==> src/rtl/instr_decode_buffer_pkg.sv <==
// instr_decode_buffer_pkg: opcode constants, buffer states and MIPS field positions
package instr_decode_buffer_pkg;
   localparam logic [5:0] OP_RTYPE = 6'h00;
   localparam logic [5:0] OP_ANDI  = 6'h0C;
   localparam logic [5:0] OP_ORI   = 6'h0D;
   localparam logic [5:0] OP_XORI  = 6'h0E;
   localparam int OPCODE_LSB = 26;
   localparam int RS_LSB     = 21;
   localparam int RT_LSB     = 16;
   localparam int RD_LSB     = 11;
   localparam int SHAMT_LSB  = 6;
   localparam int FUNCT_LSB  = 0;
   typedef enum logic [1:0] {EMPTY = 2'd0, ONE = 2'd1, TWO = 2'd2} bufState_e;
   function automatic logic isZextOp(input logic [5:0] op);
      return (op == OP_ANDI) || (op == OP_ORI) || (op == OP_XORI);
   endfunction
endpackage

==> src/rtl/instr_decode_buffer_field_split.sv <==
// instr_field_split: slices a 32-bit MIPS instruction word into its fields
module instr_field_split
   import instr_decode_buffer_pkg::*;
(
   input  logic [31:0] instr,
   output logic [5:0]  opcode,
   output logic [4:0]  rs,
   output logic [4:0]  rt,
   output logic [4:0]  rd,
   output logic [4:0]  shamt,
   output logic [5:0]  funct,
   output logic [15:0] imm16,
   output logic [25:0] jtarget
);
   assign opcode  = instr[OPCODE_LSB +: 6];
   assign rs      = instr[RS_LSB +: 5];
   assign rt      = instr[RT_LSB +: 5];
   assign rd      = instr[RD_LSB +: 5];
   assign shamt   = instr[SHAMT_LSB +: 5];
   assign funct   = instr[FUNCT_LSB +: 6];
   assign imm16   = instr[15:0];
   assign jtarget = instr[25:0];
endmodule

==> src/rtl/instr_decode_buffer.sv <==
// instr_decode_buffer: two-entry fetch-to-decode skid FIFO with field split; DECODE_ZEXT_EN adds out_zext
module instr_decode_buffer
   import instr_decode_buffer_pkg::*;
#(
   parameter int          PC_W      = 32,
   parameter logic [31:0] NOP_INSTR = 32'h0000_0000
) (
   input  logic            clk,
   input  logic            rst_n,
   input  logic            in_valid,
   output logic            in_ready,
   input  logic [31:0]     in_instr,
   input  logic [PC_W-1:0] in_pc,
   input  logic            flush,
   output logic            out_valid,
   input  logic            out_ready,
   output logic [5:0]      out_opcode,
   output logic [4:0]      out_rs,
   output logic [4:0]      out_rt,
   output logic [4:0]      out_rd,
   output logic [4:0]      out_shamt,
   output logic [5:0]      out_funct,
   output logic [15:0]     out_imm16,
   output logic [25:0]     out_jtarget,
   output logic [PC_W-1:0] out_pc4
`ifdef DECODE_ZEXT_EN
   ,
   output logic            out_zext
`endif
);
   bufState_e state, nextState;
   logic [31:0] headInstr, tailInstr;
   logic [PC_W-1:0] headPc, tailPc;
   logic inXfer, outXfer, loadHead, loadTail, shiftUp, drain;
   assign in_ready  = (state != TWO);
   assign out_valid = (state != EMPTY);
   assign inXfer    = in_valid && in_ready;
   assign outXfer   = out_valid && out_ready;
   assign loadHead  = inXfer && (state == EMPTY || outXfer);
   assign loadTail  = inXfer && state == ONE && !outXfer;
   assign shiftUp   = outXfer && state == TWO;
   assign drain     = outXfer && state == ONE && !inXfer;
   always_comb begin
      nextState = state;
      nextState = flush ? EMPTY
                : (inXfer && !outXfer) ? ((state == EMPTY) ? ONE : TWO)
                : (outXfer && !inXfer) ? ((state == TWO) ? ONE : EMPTY)
                : state;
   end
   always_ff @(posedge clk or negedge rst_n) begin
      if (!rst_n) state <= EMPTY;
      else state <= nextState;
   end
   // Head word reverts to NOP when emptied; head PC is kept so out_pc4 holds
   always_ff @(posedge clk or negedge rst_n) begin
      if (!rst_n) begin
         headInstr <= NOP_INSTR;
         tailInstr <= NOP_INSTR;
         headPc    <= '0;
         tailPc    <= '0;
      end else if (flush) begin
         headInstr <= NOP_INSTR;
         tailInstr <= NOP_INSTR;
      end else begin
         if (loadHead) begin
            headInstr <= in_instr;
            headPc    <= in_pc;
         end else if (shiftUp) begin
            headInstr <= tailInstr;
            headPc    <= tailPc;
            tailInstr <= NOP_INSTR;
         end else if (drain) begin
            headInstr <= NOP_INSTR;
         end
         if (loadTail) begin
            tailInstr <= in_instr;
            tailPc    <= in_pc;
         end
      end
   end
   assign out_pc4 = headPc + PC_W'(4);
   instr_field_split fieldSplit (
      .instr(headInstr), .opcode(out_opcode), .rs(out_rs), .rt(out_rt), .rd(out_rd),
      .shamt(out_shamt), .funct(out_funct), .imm16(out_imm16), .jtarget(out_jtarget)
   );
`ifdef DECODE_ZEXT_EN
   assign out_zext = out_valid && isZextOp(out_opcode);
`endif
endmodule

==> config.mk <==
export PLATFORM = sky130hd
export DESIGN_NAME = instr_decode_buffer
export DESIGN_NICKNAME = d
export VERILOG_FILES = /design/src/rtl/instr_decode_buffer_pkg.sv /design/src/rtl/instr_decode_buffer_field_split.sv /design/src/rtl/instr_decode_buffer.sv
export SDC_FILE = /design/constraint.sdc
export NUM_CORES = 1
export LEC_CHECK = 0
export ABC_AREA = 1
export BUFFER_PORTS_ARGS = -buffer_cell sky130_fd_sc_hd__buf_2
export CAP_MARGIN = 20
export CORE_MARGIN = 1
export CORE_UTILIZATION = 40
export CTS_BUF_LIST = sky130_fd_sc_hd__clkbuf_8 sky130_fd_sc_hd__clkbuf_16
export CTS_CLUSTER_DIAMETER = 100
export DETAILED_ROUTE_END_ITERATION = 16
export PLACE_DENSITY = 0.75
export SLEW_MARGIN = 20
export SYNTH_ARGS = -nofsm -noshare
export SYNTH_HDL_FRONTEND = slang
export SYNTH_SLANG_ARGS = --single-unit
==> constraint.sdc <==
create_clock -name clk -period 2.2 [get_ports clk]
set_input_delay 0.22 -clock clk [delete_from_list [all_inputs] [get_ports clk]]
set_output_delay 0.22 -clock clk [all_outputs]
set_load 0.005 [all_outputs]
* Yosys cells after proc, flatten, opt, wreduce, memory -nomap -nowiden *
Index checks and enable logic that the tools add are counted.
W data, S select, Z words.

operators by class
  $add $sub $neg = 1
  reduce and logical (&&, ||, !) cells = 22
  multiplexer cells = 15
  bitwise gates (word level) = 1
  equality and inequality tests = 4

operators by type and width
  kind                     number
  $mux W32                 10
  $add A32 B3 Y32 const B  1
  $logic_and A1 B1 Y1      10
  $mux W2                  4
  $reduce_and A2 Y1        3
  $reduce_bool A3 Y1       2
  $reduce_bool A2 Y1       2
  $reduce_bool A4 Y1       1
  $ne A3 B2 Y1 const B     1
  $eq A2 B1 Y1 const B     1
  $eq A2 B2 Y1 const B     1
  $logic_not A1 Y1         2
  $logic_not A2 Y1         1
  $ne A2 B2 Y1 const B     1
  $logic_or A1 B1 Y1       1
  $mux W1                  1
  $not A1 Y1               1

word-level totals
  input bits = 69
  output and inout port bits = 108
  bits in registers = 130
  word-level logic and storage cells = 48

* Longest topological paths before layout *
Gate-level depths: netlist (run 1).

  word-level depth = 8
  mapped depth = 9
  gate-level depth less buffers = 8

* By module *
A second synthesis (run 1) with hierarchy kept.

second synthesis, totals
  cell total of the unflattened synthesis = 1021
  area, all modules = 7382.1 µm²

by module, submodules not included
  module               area an instance (µm²)  cells an instance  sequential area each (µm²)  times used
  instr_decode_buffer  6826.5                  947                3253.1                      1
  instr_field_split    555.5                   74                 0.0                         1

* Worst setup path before layout (run 1) *
Ideal clock, no wire load.

  path type = register to output
  from = register headPc[2]
  to = output out_pc4[16]
  data arrival time = 1.258 ns
  setup slack = 0.722 ns
  path buffers = 0
  cell stages (with the launch flop) = 6
  data required time = 1.980 ns
  cells stage by stage = dfrtp_1 ha_1 nand3_1 nor2_1 nand3_1 xnor2_1

between the ends
  longest elaborated chain between the ends = 1

RTL lines
  element                 line                       source
  from (decl)             instr_decode_buffer.sv:33  logic [PC_W-1:0] headPc, tailPc;
  from (signal assigned)  instr_decode_buffer.sv:67  headPc <= in_pc;
  from (signal assigned)  instr_decode_buffer.sv:70  headPc <= tailPc;
  $add A32 B3 Y32         instr_decode_buffer.sv:81  assign out_pc4 = headPc + PC_W'(4);
  to (decl)               instr_decode_buffer.sv:25  output logic [PC_W-1:0] out_pc4

Every way passes these cells.

* Worst setup path in the final report (run 1) *
  from = register headPc[3]
  to = output out_pc4[18]

Same word-level chain as after synthesis.

==> metrics.cfg, run 1 <==
[route]
avgRoutedWirePerCell_microns = 13.9
drtAntennaViolNets = 0
vias = 6550
totalWireLength_microns = 18700
via_per_inst = 4.86
drc_errors = 0
initialDrtViolationCount = 535
firstDrtPassIters = 5

[worst_setup_path]
end_kind = output port
cp-startpoint = headPc[3]
crit_fanout = 5
crit_type = reg -> out
start_kind = flip-flop
required_ns = 1.98
reg2reg_from = state[0]
arrival_ns = 1.88
r2r-end = tailPc[15]
endpoint = out_pc4[18]
rr_worst_depth = 6
r2r_setup_slack_ns = 0.41

[grt]
grt_util_met1_pct = 28.5
grt-busiest-layer = met2
grt_max_degree = 131
gr-usage-met2_pct = 32.5
antenna_found_initial = 2
grt_first_pass_wirelength_microns = 30000
first_global_vias = 6006
track_usage_pct = 21.0
grt_remaining_overflow = 0
met3_usage_pct = 4.34

[synth]
synth_edf_count = 0
synth_most_common_cell = nand2_1
synthTopCellsByCount = nand2_1, dfrtp_1, inv_1, nand3_1, o21ai_0
yosys.area.top_type = dfrtp_1
syn_inst = 989
yosys.area.top_type_share_pct = 45.6
synth_ff_type = dfrtp_1
yosysSeqAreaShare_pct = 45.6
syn_area_sq_um = 7140
syn-num-nets = 1059
yosysWarnings = 0
synth-seq-cells = 130
synth-async-reset-ratio_pct = 100
postSynthAreaPerCell_sq_um = 7.22
yosysUniqueCellTypes = 28
synth_area_leaders = dfrtp_1, nand2_1, inv_1

[floorplan]
core_sq_um = 17400
dieArea_sq_um = 18400
rows = 48
die_x_microns = 136
start_util_pct = 41.1
die_y_microns = 136
io_pins = 177

[timing]
relSlewSlack_pct = 49.7
worst_slew_pin_slew_ns = 0.755
fin_crit_sh_pct = 95.5
finalHoldViolations = 0
max_freq_ghz = 0.476
period_needed_ns = 2.10
setup_viol = 0
slew_violations = 0
hold_ws_ns = 0.0553
skew_ns = 0.00603

[placed_design]
dp_hpwl_microns = 12400
gp_congestion = 0.909
io_buffers = 176

[clock_network]
cts-root-buf = clkbuf_16
cts_tree = built
insertion_delay_ns = 0.42
htree_levels = 4
cts_buffer_depth = 2
post_cts_buffers = 0
cts_buffers = 17
cts.clk_slew.worst_paths_ns = 0.06
clkSinkCount = 130

[outcome]
status = finished, final reports clean

[power_and_ir_drop]
power_density_nw_per_um2 = 874
total_power_w = 0.00744
p_leak_nw = 4.72
vdd.ir_drop.worst_mv = 0.551

[layout]
final_util_pct = 49.1
nets = 1179
syn2layout_area_growth_pct = 19.2
drive_gt1_share_pct = 21.6

[job]
cap_violations = 0

[worst_hold_path]
hold_path_depth = 3
min_path_type = in -> reg

## per-stage QoR
stage	cell area, sq um	instances	setup TNS, ns	worst slack, ns
floorplan	7140	989	0	0.722
global placement	7870	1314	0	0.505
detailed placement	7870	1314	0	0.426
CTS	8460	1346	0	0.0434
global route	8510	1347	-0.00921	-0.00921
finish	8520	1348	0	0.0999
## layout make-up
| type | instances | area, sq um |
|---|---|---|
| flip-flops and latches | 130 | 3260 |
| clock inverters | 12 | 131 |
| inverters | 123 | 462 |
| well taps | 225 | 282 |
| clock buffers | 19 | 453 |
| fillers | 1690 | 8840 |
| diodes | 2 | 5.00 |
| repair buffers | 190 | 1030 |
| multi-input cells | 647 | 2900 |
## per-layer routing
metal / share of wire, % / vias up
li1: - / 3247
met1: 45 / 3053
met2: 47 / 219
met3: 5.8 / 31
met4: 1.9 / 0
met5: 0 / -
## what timing repair did
action	4_1_cts	5_1_grt
pin swaps	0	0
endpoints found under the setup margin	1	13
cloned	0	0
endpoints found under the hold margin	130	0
gates resized for setup	1	13
hold buffers	1	0
## placed cells by master, fill, tap and decap left out, types with 3 or more instances in the layout
cell type,instances
buf_12,3
buf_2,175
buf_4,11
clkbuf_16,17
clkinvlp_4,3
dfrtp_1,128
inv_1,120
inv_2,4
nand2_1,388
nand3_1,79
nand3_2,4
nor2_1,44
nor2_2,3
nor2_4,4
o21ai_0,63
o21ai_1,4
o22ai_1,32
xnor2_1,6
xor2_1,9
## registers in the layout, summed over array words and instances (netlist names)
register	flops
headInstr	32
headPc	32
tailInstr	32
tailPc	32
state	2
## worst min-delay path by stage
stage	start	end
floorplan	rst_n	headInstr[0]
finish	in_pc[0]	tailPc[0]
detailed placement	rst_n	headInstr[1]
global placement	rst_n	tailInstr[1]
CTS	in_pc[0]	tailPc[0]
global route	in_pc[2]	tailPc[2]
## critical path, stage by stage (launching register included)
cell,delay [ns]
dfrtp_1,0.45
ha_4,0.20
inv_1,0.07
nor2_1,0.18
nand2_1,0.16
nor2_1,0.15
xor2_1,0.14
buf_2,0.12
## kinds of logic (layout without fill, tap and decap cells)
family | count (synthesis) | after routing | share of synthesized area [%]
simple gates | 530 | 530 | 30.2
flops | 130 | 130 | 45.6
compound gates | 101 | 101 | 7.67
buf+inv | 212 | 344 | 14.5
other cells | 0 | 2 | 0
fa+ha+maj | 1 | 1 | 0.175
xor+xnor | 15 | 15 | 1.84
## where the power goes
group	switching, W	internal, W
Combinational	0.000856	0.000617
Clock	0.00109	0.00172
Sequential	0.000367	0.00279
Total	0.00231	0.00513
No activity file was read; power rests on OpenSTA's default activity.
==> inputs of run 2 (changes only) <==
--- a/config.mk
+++ b/config.mk
@@ -17,4 +17,5 @@
 export SLEW_MARGIN = 20
 export SYNTH_ARGS = -nofsm -noshare
 export SYNTH_HDL_FRONTEND = slang
+export SYNTH_HIERARCHICAL = 1
 export SYNTH_SLANG_ARGS = --single-unit
==> run 2 against run 1 <==
Effect of this change:
- area after synthesis rose by 3.4%
- cell count grew 0.30%
- highest routed layer unchanged
- clock skew up 0.0083 ns
- die area is 3.3% higher
- setup slack improved by 0.034 ns
- synthesized cell count grew 3.2%
- combinational power hardly changed
- cell area is essentially flat
- utilization is 1.8 points lower
- global-route usage decreased by 0.95 points
- total power is 2.0% lower
- first-iteration DRC count shrank 24%
==> metrics.cfg, run 2 <==
[outcome]
status = finished, final reports clean

[timing]
max_freq_ghz = 0.484  ; +1.6%
grt_setup_unrepaired = false
fin_crit_sh_pct = 93.9  ; -1.5 points
setup_viol = 0  ; unchanged
hold_ws_ns = 0.0475  ; -0.00784 ns
timing.setup.tns_ns = 0  ; unchanged
period_needed_ns = 2.07  ; -0.0340 ns
slew_violations = 0  ; unchanged
skew_ns = 0.0143  ; +0.00828 ns
worst_slew_pin_slew_ns = 0.558  ; -0.197 ns
relSlewSlack_pct = 62.8  ; +13 points
finalHoldViolations = 0  ; unchanged

[placed_design]
placed_area_sq_um = 7900  ; +0.46%
io_buffers = 176  ; unchanged
gp_congestion = 0.916  ; +0.73%
dp_hpwl_microns = 12700  ; +2.6%
dp.cells = 1319  ; +0.38%

[synth]
yosys.area.top_type_share_pct = 44.1  ; -1.5 points
synth_most_common_cell = nand2_1
synth_ff_type = dfrtp_1
syn_inst = 1021  ; +3.2%
postSynthAreaPerCell_sq_um = 7.23  ; +0.12%
syn_area_sq_um = 7380  ; +3.4%
synth_edf_count = 0  ; unchanged
synthTopCellsByCount = nand2_1, dfrtp_1, inv_1, nand3_1, buf_4
synth-async-reset-ratio_pct = 100  ; unchanged
yosys.area.top_type = dfrtp_1
yosysSeqAreaShare_pct = 44.1  ; -1.5 points
synth-seq-cells = 130  ; unchanged
yosysWarnings = 6  ; +6
synth_area_leaders = dfrtp_1, nand2_1, buf_4
yosysUniqueCellTypes = 28  ; unchanged
syn-num-nets = 1091  ; +3.0%

[route]
totalWireLength_microns = 18400  ; -1.7%
initialDrtViolationCount = 407  ; -24%
firstDrtPassIters = 5  ; unchanged
vias = 6483  ; -1.0%
drtAntennaViolNets = 0  ; unchanged
drc_errors = 0  ; unchanged
via_per_inst = 4.80  ; -1.3%
avgRoutedWirePerCell_microns = 13.6  ; -1.9%

[worst_hold_path]
min_path_type = in -> reg
hold_path.startpoint = in_pc[31]

[worst_setup_path]
worstPathCellList = ha_4, inv_1, nor2_2, nand2_1, nor2_1, xor2_1, buf_2
cp.buffers_inverters = 2  ; unchanged
critPathTopFamily = simple AND/OR/NAND/NOR gates
cp-startpoint = headPc[3]
slowest_stage = dfrtp_1
arrival_ns = 1.85  ; -0.03 ns
end_kind = output port
max_stage_delay_ns = 0.42  ; -0.03 ns
crit_type = reg -> out
start_kind = flip-flop
reg2reg_from = state[0]
required_ns = 1.98  ; about the same
crit_fanout = 5  ; unchanged

[clock_network]
insertion_delay_ns = 0.42  ; about the same
cts_buffer_depth = 2  ; unchanged
cts_buffers = 17  ; unchanged
cts.clk_slew.worst_paths_ns = 0.06  ; about the same
htree_levels = 4  ; unchanged
cts_tree = built
clkSinkCount = 130  ; unchanged
cts-root-buf = clkbuf_16

[layout]
mostFrequentLayoutCell = nand2_1
final_cells = 1352  ; +0.30%
fin_area_sq_um = 8510  ; about the same
num-fill-cells = 1841  ; +8.9%
drive_gt1_share_pct = 21.7  ; +0.14 points
diodes = 0  ; -2
syn2layout_area_growth_pct = 15.3
nets = 1181  ; +0.17%
final_cell_mix = nand2_1, buf_2, dfrtp_1

[power_and_ir_drop]
p_leak_nw = 4.72  ; about the same
vdd.ir_drop.worst_mv = 0.515  ; -6.5%
power_density_nw_per_um2 = 856  ; -2.0%

[grt]
track_usage_pct = 20.1  ; -0.95 points
grt_first_pass_wirelength_microns = 29600  ; -1.5%
grt_max_degree = 52  ; -60%
antenna_found_initial = 0  ; -2
grt_remaining_overflow = 0  ; unchanged
first_global_vias = 5963  ; -0.72%

[floorplan]
core_sq_um = 18000  ; +3.8%
rows = 49  ; +2.1%
die_x_microns = 138  ; +1.6%
die_y_microns = 138  ; +1.6%
start_util_pct = 41.0  ; -0.19 points
dieArea_sq_um = 19000  ; +3.3%
io_pins = 177  ; unchanged

[job]
cap_violations = 0  ; unchanged

-- run 2: cell types whose count changed in the layout (fill, tap and decap cells not counted), sizes merged --
cell      before  now
clkinv         4    6
clkinvlp       3    2
inv          126  128
clkbuf        19   17
bufinv         2    1
diode          2    0
buf          189  191
-- run 2: worst paths after layout --
| check | to | slack (ns) | depth (start not counted) |
|---|---|---|---|
| max | out_pc4[18] | 0.13 | 7 |
| min | tailPc[31] | 0.05 | 3 |
| max reg2reg | tailInstr[15] | 0.52 | 5 |
| min reg2reg | tailPc[5] | 0.48 | 2 |
| max in group asynchronous | tailPc[16] | 1.25 | 3 |
| min in group asynchronous | headPc[26] | 0.33 | 2 |
-- run 2: cells by family after synthesis --
| family | synth area share, % |
|---|---|
| compound gates | 7.42 |
| xor+xnor | 1.78 |
| fa+ha+maj | 0.169 |
| buf+inv | 17.3 |
| flops | 44.1 |
| simple gates | 29.3 |
-- run 2: layer usage --
layer | track usage (%) | wire length [microns] | vias up
met3 | 4.17 | 798 | 14
met2 | 32.9 | 8980 | 173
met4 | 5.56 | 188 | 0
met1 | 26.7 | 8470 | 3040
li1 | - | - | 3256
met5 | 0 | 0 | -
-- run 2: power breakdown --
group	leakage [nW]	total (W)	switching [W]	internal, W
clock network	0.271	0.00267	0.00111	0.00156
registers	1.71	0.00315	0.000358	0.00279
logic	2.74	0.00147	0.000844	0.000627
total	4.72	0.00729	0.00231	0.00498
-- run 2: timing repair --
action / in CTS / in global routing
hold buffers: 1 / 0
buffers inserted: 0 / 1
hold endpoints to repair: 49 / 0
gates resized for setup: 2 / 9
pin swaps: 0 / 0
setup endpoints to repair: 2 / 9
-- run 2: final cells by class --
| type | count | area, sq um | share of cell area (%) |
|---|---|---|---|
| flip-flops and latches | 130 | 3250 | 38.2 |
| multi-input cells | 647 | 2890 | 34.0 |
| repair buffers | 192 | 1060 | 12.5 |
| inverters | 123 | 462 | 5.42 |
| clock buffers | 17 | 425 | 5.00 |
| well taps | 229 | 287 | 3.37 |
| clock inverters | 14 | 130 | 1.53 |
-- run 2: tightest hold or removal path, cell delays in order --
cell and delay [ns]:
buf_2 0.10, inv_1 0.04, o21ai_1 0.06
-- run 2: through the flow --
step                      utilization (%)  power, W  setup slack [ns]
after floorplan                         -   0.00415             0.722
after global placement               43.8   0.00460             0.478
after detailed placement             43.8   0.00464             0.397
after CTS                            47.0   0.00734           0.00997
after global routing                 47.2   0.00775            0.0162
final                                47.2   0.00729             0.134
==> inputs of run 3 (changes only) <==
==> constraint.sdc (replaced) <==
create_clock -name clk -period 1.93 [get_ports clk]
set_input_delay 0.193 -clock clk [delete_from_list [all_inputs] [get_ports clk]]
set_output_delay 0.193 -clock clk [all_outputs]
set_load 0.005 [all_outputs]
==> run 3 against run 2 <==
Effect of this change:
- the flow now finishes with violations (setup timing)
- sequential power is 15% higher
- sequential share of layout area is 1.7 points lower
- clock-buffer cell count stayed put
- total power is 16% higher
- via count is 2.9% higher
- cell area is 5.2% higher
==> metrics.cfg, run 3 (synthesis gave the netlist of run 2 again) <==
[outcome]
status = finished, violations left
violations = setup timing

[grt]
antenna_found_initial = 2  ; +2
grt_max_degree = 65  ; +25%
track_usage_pct = 20.3  ; +0.23 points
first_global_vias = 6047  ; +1.4%
grt_first_pass_wirelength_microns = 29600  ; +0.11%
grt_remaining_overflow = 0  ; unchanged

[floorplan]
start_util_pct = 41.0  ; unchanged
die_x_microns = 138  ; unchanged
dieArea_sq_um = 19000  ; unchanged
die_y_microns = 138  ; unchanged
io_pins = 177  ; unchanged
rows = 49  ; unchanged
core_sq_um = 18000  ; unchanged

[layout]
drive_gt1_share_pct = 28.4  ; +6.7 points
mostFrequentLayoutCell = nand2_1
ff_latch_area_sq_um = 3270  ; +0.54%
num-fill-cells = 1756  ; -4.6%
fin_area_sq_um = 8960  ; +5.2%
multiInputGateArea_sq_um = 3090  ; +6.7%
final_cell_mix = nand2_1, buf_2, inv_1
syn2layout_area_growth_pct = 21.3
nets = 1204  ; +1.9%

[power_and_ir_drop]
intPower_w = 0.00570  ; +14%
total_power_w = 0.00844  ; +16%
vdd.ir_drop.worst_mv = 0.636  ; +23%
p_leak_nw = 4.89  ; +3.5%
power_frac_clock_pct = 34.7  ; -1.9 points
combPwrFrac_pct = 22.5  ; +2.3 points
p_sw_w = 0.00274  ; +19%
power_density_nw_per_um2 = 942  ; +10%
seq_power_share_pct = 42.8  ; -0.4 points
swShare_pct = 32.5  ; +0.80 points

[job]
cap_violations = 0  ; unchanged

[worst_setup_path]
crit_type = reg -> out
crit_fanout = 4  ; -1
arrival_ns = 1.76  ; -0.09 ns
start_kind = flip-flop
required_ns = 1.74  ; -0.24 ns
end_kind = output port

[route]
avgRoutedWirePerCell_microns = 13.7  ; +0.63%
initialDrtViolationCount = 448  ; +10%
drc_errors = 0  ; unchanged
drtAntennaViolNets = 0  ; unchanged
via_per_inst = 4.84  ; +1.0%
firstDrtPassIters = 5  ; unchanged
vias = 6670  ; +2.9%
totalWireLength_microns = 18900  ; +2.5%

[clock_network]
htree_levels = 4  ; unchanged
insertion_delay_ns = 0.42  ; about the same
clkSinkCount = 130  ; unchanged
cts-root-buf = clkbuf_16
cts_tree = built
cts_buffers = 17  ; unchanged
cts_buffer_depth = 2  ; unchanged
cts.clk_slew.worst_paths_ns = 0.06  ; about the same

[timing]
finalHoldViolations = 0  ; unchanged
worst_slew_pin_slew_ns = 0.466  ; -0.0914 ns
max_freq_ghz = 0.512
fin_crit_sh_pct = 101
final.setup.worst_slack_ns = -0.0240  ; -0.158 ns
relSlewSlack_pct = 68.9  ; +6.1 points
period_needed_ns = 1.95
slew_violations = 0  ; unchanged
setup_viol = 1  ; +1
skew_ns = 0.0106  ; -0.00372 ns
hold_ws_ns = 0.0173  ; -0.0301 ns
grt_setup_unrepaired = true

[placed_design]
io_buffers = 176  ; unchanged
dp_hpwl_microns = 12600  ; -0.70%
placed_area_sq_um = 7990  ; +1.0%
gp_congestion = 0.909  ; -0.72%

[worst_hold_path]
min_path_type = in -> reg

-- run 3: cell types whose count changed in the layout (fill, tap and decap cells not counted), moves of 2 or more --
cell / change
buf_4: +16
buf_12: +6
nor2_2: +14
dfrtp_2: +14
dfrtp_1: -14
nand2_2: +14
clkinv_4: +2
nand3_1: -2
nand2_1: -16
nor2_4: +11
nor2_1: -25
nand2_4: +2
-- run 3: worst paths after layout --
path,from,end,slack (ns),cells past startpoint
worst min-delay path,in_pc[31],tailPc[31],0.02,3
max in group asynchronous,rst_n,headInstr[23],1.06,3
worst min register to register,tailPc[3],tailPc[3],0.48,2
worst max-delay path,headPc[10],out_pc4[21],-0.02,8
min in group asynchronous,rst_n,tailPc[24],0.27,2
worst max register to register,state[0],headInstr[13],0.34,7
-- run 3: final cells by class --
cell class | count | share of cell area [%]
Timing Repair Buffer | 215 | 14.6
Clock inverter | 15 | 1.23
Multi-Input combinational cell | 647 | 34.5
Antenna cell | 1 | 0.0279
Clock buffer | 17 | 4.75
Sequential cell | 130 | 36.5
Inverter | 123 | 5.16
Tap cell | 229 | 3.20
-- run 3: what timing repair did --
item	CTS	global route
setup endpoints to repair	19	21
buffers inserted	9	14
hold buffers	1	0
endpoints found under the hold margin	44	0
gates resized for setup	30	55
pin swaps	3	13
-- run 3: critical path: stages, from the launching register on --
cell     delay (ns)
dfrtp_1        0.42
nand2_1        0.15
nor2_2         0.16
nand2_1        0.11
nor2_1         0.15
nand2_1        0.08
nand2_1        0.07
nand2_1        0.07
buf_2          0.13
-- run 3: power groups by stage --
stage	Clock, W	Combinational [W]	Sequential (W)
after floorplan	0	0.00122	0.00350
after global placement	0	0.00168	0.00361
after detailed placement	0	0.00170	0.00363
after CTS	0.00300	0.00180	0.00359
after global routing	0.00313	0.00218	0.00367
final	0.00293	0.00190	0.00361
-- run 3: routing by layer --
metal / wire length (microns) / share of wire [%] / track usage (%)
met3: 915 / 4.8 / 4.75
met5: 13 / 0.069 / 0
met2: 9150 / 48 / 33.1
met1: 8430 / 45 / 26.2
met4: 387 / 2.0 / 7.13
-- run 3: stage by stage --
stage | utilization (%) | setup WS, ns | std cells | TNS (ns)
3_5_place_dp | 44.3 | 0.176 | 1320 | 0
4_1_cts | 48.2 | -0.0193 | 1362 | -0.0427
3_3_place_gp | 44.3 | 0.170 | 1320 | 0
6_report | 49.7 | -0.0240 | 1377 | -0.0240
5_1_grt | 49.7 | -0.102 | 1377 | -1.15
2_1_floorplan | - | 0.479 | 1021 | 0
